### src/rtl/fpu_normalize_round_if.sv
// Request/response bundle between the FPU core and the normalize/round stage.
interface fpu_normalize_round_if;
    logic        start;
    logic        sign_in;
    logic [7:0]  exp_in;
    logic [26:0] mant_in;
    logic        done_ack;
    logic        busy;
    logic        done;
    logic [31:0] result;
    logic        flag_zero;
    logic        flag_overflow;
    logic        flag_underflow;
    logic        flag_inexact;

    modport master (
        output start, sign_in, exp_in, mant_in, done_ack,
        input  busy, done, result, flag_zero, flag_overflow, flag_underflow, flag_inexact
    );

    modport slave (
        input  start, sign_in, exp_in, mant_in, done_ack,
        output busy, done, result, flag_zero, flag_overflow, flag_underflow, flag_inexact
    );
endinterface

### src/rtl/fpu_normalize_round.sv
// Normalizes a raw add/sub sum one bit per cycle, rounds to nearest-even and
// packs an IEEE-754 single. No denormals: anything that would go subnormal is
// flushed to signed zero.
//
// state | meaning
// IDLE  | waiting for start, operands latched on start
// CHECK | classify: zero, zero exponent, carry, already normalized, needs shift
// SHIFT | one left shift per cycle until hidden bit set or exponent exhausted
// ROUND | round-to-nearest-even, exponent overflow check, pack
// DONE  | result held until done_ack
module fpu_normalize_round #(
    parameter int MAX_LSHIFT = 25
) (
    input logic               clk,
    input logic               rst_n,
    fpu_normalize_round_if.slave bus
);
    localparam int CW = $clog2(MAX_LSHIFT + 1);

    typedef enum logic [2:0] {IDLE, CHECK, SHIFT, ROUND, DONE} state_t;

    state_t             state, state_nxt;
    logic               s, s_nxt;
    logic signed [9:0]  e, e_nxt;
    logic [26:0]        m, m_nxt;
    logic [CW-1:0]      cnt, cnt_nxt;
    logic [31:0]        res, res_nxt;
    logic               fz, fz_nxt, fo, fo_nxt, fu, fu_nxt, fi, fi_nxt;
    logic               go_flush;

    logic [26:0]        m_sh;
    logic signed [9:0]  e_sh;
    logic [CW-1:0]      cnt_sh;
    logic               up;
    logic [24:0]        q_sum;
    logic [22:0]        frac;
    logic signed [9:0]  e_r;

    // Shift and rounding datapath, consumed by the SHIFT and ROUND states.
    assign m_sh   = {m[25:0], 1'b0};
    assign e_sh   = e - 10'sd1;
    assign cnt_sh = cnt + CW'(1);
    assign up     = m[1] & (m[0] | m[2]);
    assign q_sum  = {1'b0, m[25:2]} + {24'd0, up};
    assign frac   = q_sum[24] ? q_sum[23:1] : q_sum[22:0];
    assign e_r    = q_sum[24] ? e + 10'sd1 : e;

    assign bus.busy           = (state != IDLE);
    assign bus.done           = (state == DONE);
    assign bus.result         = res;
    assign bus.flag_zero      = fz;
    assign bus.flag_overflow  = fo;
    assign bus.flag_underflow = fu;
    assign bus.flag_inexact   = fi;

    // State, working registers and held result.
    always_ff @(posedge clk) begin
        if (!rst_n) begin
            state <= IDLE;
            s     <= 1'b0;
            e     <= '0;
            m     <= '0;
            cnt   <= '0;
            res   <= '0;
            fz    <= 1'b0;
            fo    <= 1'b0;
            fu    <= 1'b0;
            fi    <= 1'b0;
        end else begin
            state <= state_nxt;
            s     <= s_nxt;
            e     <= e_nxt;
            m     <= m_nxt;
            cnt   <= cnt_nxt;
            res   <= res_nxt;
            fz    <= fz_nxt;
            fo    <= fo_nxt;
            fu    <= fu_nxt;
            fi    <= fi_nxt;
        end
    end

    // Next-state and datapath updates.
    always_comb begin
        state_nxt = state;
        s_nxt     = s;
        e_nxt     = e;
        m_nxt     = m;
        cnt_nxt   = cnt;
        res_nxt   = res;
        fz_nxt    = fz;
        fo_nxt    = fo;
        fu_nxt    = fu;
        fi_nxt    = fi;
        go_flush  = 1'b0;
        case (state)
            IDLE: begin
                if (bus.start) begin
                    s_nxt     = bus.sign_in;
                    e_nxt     = {2'b00, bus.exp_in};
                    m_nxt     = bus.mant_in;
                    cnt_nxt   = '0;
                    res_nxt   = '0;
                    fz_nxt    = 1'b0;
                    fo_nxt    = 1'b0;
                    fu_nxt    = 1'b0;
                    fi_nxt    = 1'b0;
                    state_nxt = CHECK;
                end
            end
            CHECK: begin
                if (m == 27'd0) begin
                    res_nxt   = {s, 31'd0};
                    fz_nxt    = 1'b1;
                    state_nxt = DONE;
                end else if (e == 10'sd0) begin
                    go_flush = 1'b1;
                end else if (m[26]) begin
                    // keep the dropped bit in sticky so rounding still sees it
                    m_nxt     = {1'b0, m[26:2], m[1] | m[0]};
                    e_nxt     = e + 10'sd1;
                    state_nxt = ROUND;
                end else if (m[25]) begin
                    state_nxt = ROUND;
                end else begin
                    state_nxt = SHIFT;
                end
            end
            SHIFT: begin
                m_nxt   = m_sh;
                e_nxt   = e_sh;
                cnt_nxt = cnt_sh;
                if (m_sh[25]) begin
                    state_nxt = ROUND;
                end else if (e_sh == 10'sd0 || cnt_sh == CW'(MAX_LSHIFT)) begin
                    go_flush = 1'b1;
                end
            end
            ROUND: begin
                e_nxt     = e_r;
                fi_nxt    = m[1] | m[0];
                state_nxt = DONE;
                if (e_r >= 10'sd255) begin
                    res_nxt = {s, 8'hFF, 23'd0};
                    fo_nxt  = 1'b1;
                end else begin
                    res_nxt = {s, e_r[7:0], frac};
                end
            end
            DONE: begin
                if (bus.done_ack) state_nxt = IDLE;
            end
            default: state_nxt = IDLE;
        endcase
        if (go_flush) begin
            res_nxt   = {s, 31'd0};
            fu_nxt    = 1'b1;
            fi_nxt    = 1'b1;
            state_nxt = DONE;
        end
    end
endmodule
### src/flat_wrapper.sv
// flat-port wrapper written by rule: the top's interface ports become plain ports
module fpu_normalize_round_flat 
#(
    parameter int MAX_LSHIFT = 25
)
  (clk, rst_n, bus_start, bus_sign_in, bus_exp_in, bus_mant_in, bus_done_ack, bus_busy, bus_done, bus_result, bus_flag_zero, bus_flag_overflow, bus_flag_underflow, bus_flag_inexact);
  fpu_normalize_round_if bus_i ();
  input logic clk;
  input logic rst_n;
  input wire logic [$bits(bus_i.start)-1:0] bus_start;
  input wire logic [$bits(bus_i.sign_in)-1:0] bus_sign_in;
  input wire logic [$bits(bus_i.exp_in)-1:0] bus_exp_in;
  input wire logic [$bits(bus_i.mant_in)-1:0] bus_mant_in;
  input wire logic [$bits(bus_i.done_ack)-1:0] bus_done_ack;
  output wire logic [$bits(bus_i.busy)-1:0] bus_busy;
  output wire logic [$bits(bus_i.done)-1:0] bus_done;
  output wire logic [$bits(bus_i.result)-1:0] bus_result;
  output wire logic [$bits(bus_i.flag_zero)-1:0] bus_flag_zero;
  output wire logic [$bits(bus_i.flag_overflow)-1:0] bus_flag_overflow;
  output wire logic [$bits(bus_i.flag_underflow)-1:0] bus_flag_underflow;
  output wire logic [$bits(bus_i.flag_inexact)-1:0] bus_flag_inexact;
  assign bus_i.start = bus_start;
  assign bus_i.sign_in = bus_sign_in;
  assign bus_i.exp_in = bus_exp_in;
  assign bus_i.mant_in = bus_mant_in;
  assign bus_i.done_ack = bus_done_ack;
  assign bus_busy = bus_i.busy;
  assign bus_done = bus_i.done;
  assign bus_result = bus_i.result;
  assign bus_flag_zero = bus_i.flag_zero;
  assign bus_flag_overflow = bus_i.flag_overflow;
  assign bus_flag_underflow = bus_i.flag_underflow;
  assign bus_flag_inexact = bus_i.flag_inexact;
  fpu_normalize_round #(.MAX_LSHIFT(MAX_LSHIFT)) u_core (.clk(clk), .rst_n(rst_n), .bus(bus_i));
endmodule
### config.mk
export PLATFORM = sky130hd
export DESIGN_NAME = fpu_normalize_round_flat
export DESIGN_NICKNAME = d
export VERILOG_FILES = /design/src/rtl/fpu_normalize_round_if.sv /design/src/rtl/fpu_normalize_round.sv /design/src/flat_wrapper.sv
export SDC_FILE = /design/constraint.sdc
export NUM_CORES = 1
export LEC_CHECK = 0
export ABC_AREA = 0
export CAP_MARGIN = 15
export CORE_MARGIN = 2
export CORE_UTILIZATION = 25
export DETAILED_ROUTE_END_ITERATION = 8
export PLACE_DENSITY = 0.47
export SLEW_MARGIN = 20
export SYNTH_ARGS = -nofsm -noshare
export SYNTH_HDL_FRONTEND = slang
export SYNTH_SLANG_ARGS = --single-unit
### constraint.sdc
create_clock -name clk -period 7.4 [get_ports clk]
set_clock_uncertainty 0.15 [all_clocks]
set_input_delay 1.11 -clock clk [delete_from_list [all_inputs] [get_ports clk]]
set_output_delay 1.11 -clock clk [all_outputs]
set_load 0.005 [all_outputs]
==> results.md <==
* Chip Height at between 150 and 200 µm
* Peak VDD IR at around 150 µV
* Hpwl dp at 13570 µm
* Post-route setup slack at ~3.6 ns
* Worst-Skew Late Latency at around 0.37 ns
* Ant. Diodes at 0
* DRC at 0
* YS warnings at 0
* Slew of the pin with the lowest slew margin at roughly 1.1 ns
* Clock transition at path regs at roughly 0.070 ns
* Max Cap Viol at 0
* First-pass GRT wire length at slightly above 30000 µm
* Crit path max fanout at 32
* Crit path arrival time at about 2.5 ns
* Cell Pwr Density at about 380 nW/µm²
* EDFF count, synth at 0
* # nets final at ~790
* Crit Path Category: register to output pin
* Critical path's slowest cell: dfxtp_1
* Final setup TNS at 0 ns
* # IOs at 78
* Vias in the first global route at 5297
* Crit path time final at around 3.8 ns
* Syn_area_per_cell at ~7.8 µm²
* Worst path buffer plus inverter count at 2
* Slowest stage delay, CP at around 0.61 ns
* RePlAce Congestion at 0.8531
* Seq/Total Area, Yosys at around 29%
* Initial core utilization at ~25%
* Syn_nets at 772
* Initial antenna violation count at 0
* Row count at 55
* Max_slew headroom at between 20% and 30%
* CTS tree: built
* Placed cell count at 1014
* Layout cells sized above 1 at under 10%
* Final Routed Wirelength at 19530 µm
* Compound-gate portion of the synthesized area at about a third
* Setup bufs post-CTS at 0
* Overall Power at 2.602 mW
* DR WL/cell at between 15 and 20 µm
* Hold WS at approximately 0.31 ns
* Vias at 5692
* Max-slew violations at 0
* Antenna-violating nets left at 0
* Clock Sinks at 82
* Worst Setup Start Kind: register
* Crit-path cells: inv_1 -> nor3_1 -> clkdlybuf4s50_1
* Post-Synth XOR/XNOR Area at under 10%
* Final non-filler cell total at roughly 1000
* 1st-iter DRT viols at 514
* Fin crit share at between 50% and 60%
* Syn Inst Count at slightly above 700
* Mapped Area at between 5000 and 6000 µm²
* CTS Buf Count at 9
* DR vias/cell at ~5.5
* Util after Layout at a little under a third
* Lkg Pwr at 2.161 nW
* Hold-fix buffers, CTS at 0
* Worst setup EP type: output pin
* Post-Place Setup Slack at between 3 and 4 ns
* Post-Synth Simple-Gate Area at 21.99%
* Post-CTS resize count at 0
* Core ar. at ~23000 µm²
* Clock Tree Buf Depth at 2
* Overflow left after global routing at 0
* Hold crit path type: register to register
* Adder-cell share of the synthesized area at between 1.5 and 2%
* Gr usage total at ~16%
* Main synth FF type: dfxtp_1
* Status: completed
* Die area at 23980 µm²
* Main combinational cell family by area after synthesis: compound AO/OA/AOI/OAI gates
* Netlist cell types at slightly below 80
* Ys async rst share at 0%
* IO buf count at 77
* Hold Crit Start: u_core.bus.result[19]
* Final hold vios at 0
* Die X at ~150 µm
* Area Overhead vs Synth at 19.64%
* Final setup fails at 0
* Placed cell area at about 6400 µm²
* H-tree levels at 3
* Required time worst endpoint at roughly 6.1 ns
* RSZ-0062 raised after global routing: no
* Yosys reg bits at 82
* Router iterations before antenna repair at 5
* Final Cell Area at 6808 µm²
* Largest net degree at the start of global routing at around 80
* Mux cell area share after synthesis at less than 1%
* Root buffer cell: clkbuf_16
* Maximum clock frequency at roughly 260 MHz
* Worst reg2reg startpoint: u_core.state[2]
* CP delay by family, top: buffers and inverters
* Worst setup path startpoint: u_core.state[2]
cell type report:
type | instances | area, µm²
fillers | 2396 | 15700
multi-input cells | 550 | 3591
flip-flops and latches | 82 | 1644
repair buffers | 83 | 830.8
well taps | 285 | 356.6
clock buffers | 11 | 242.7
clock inverters | 5 | 86.33
inverters | 15 | 56.30
worst register-to-register path: stages, from the launching register on:
cell      delay (ns)
dfxtp_1         0.45
inv_1           0.86
nand2_1         0.89
nor2_1          0.78
a21oi_1         0.15
mux2i_1         0.16
a211oi_1        0.06
o22ai_1         0.19
cells in the final DEF, fill, tap and decap left out, drive strengths merged, types with 7 or more instances in the layout:
master,count
nand4,9
o21a,10
o221ai,28
nor4,11
nor2,38
xnor2,22
nand3,49
o21ai,87
clkbuf,11
dfxtp,82
o22ai,32
nor3,18
a21oi,22
xor2,13
inv,15
nand2,53
ha,7
and2,9
and4,7
a32o,14
a22o,12
clkdlybuf4s50,76
o211ai,29
nor2b,8
buf,7
and3,8
cells in the mapped netlist (all sizes together) (22+ instances only):
cell type	number	share of area [%]
a21oi	22	2.0
buf	33	3.7
clkbuf	45	3.7
dfxtp	82	29
nand2	53	3.6
nand3	49	4.4
nor2	38	2.6
o211ai	29	3.8
o21ai	87	7.7
o221ai	28	4.3
o22ai	32	3.5
xnor2	22	3.4
metal layers:
layer	wire length [µm]	vias to the layer above	GRT usage [%]
met5	0	-	0
li1	-	2788	-
met2	8604	166	24.49
met1	9409	2715	22.93
met3	1167	23	3.621
met4	345	0	5.776
flip-flops by register name, summed over array words and instances, names as in the netlist:
name	cells
u_core.bus.flag_inexact	1
u_core.bus.flag_overflow	1
u_core.bus.flag_underflow	1
u_core.bus.flag_zero	1
u_core.bus.result	32
u_core.cnt	5
u_core.e	10
u_core.m	27
u_core.s	1
u_core.state	3
path summary, 6_finish.rpt:
kind | depth (start not counted) | slack, ns | to
min | 1 | 0.31 | u_core.bus.result[19]
max reg2reg | 7 | 3.63 | u_core.e[6]
max | 3 | 3.60 | bus_done
min reg2reg | 1 | 0.31 | u_core.bus.result[19]
kinds of logic after synthesis:
family	Yosys count
AOI/OAI and AO/OA	273
and+or+nand+nor	230
buffers and inverters	93
DFF	82
xor gates and xnor gates	35
adders and majority gates	7
muxes	5
power by group:
part / switching [mW] / leakage, nW / total, mW / internal (mW)
registers: 0.329 / 0.669 / 0.891 / 0.562
clock network: 0.204 / 0.160 / 0.512 / 0.308
logic: 0.726 / 1.33 / 1.20 / 0.473
Note: power is estimated with default switching activity, not from simulation.
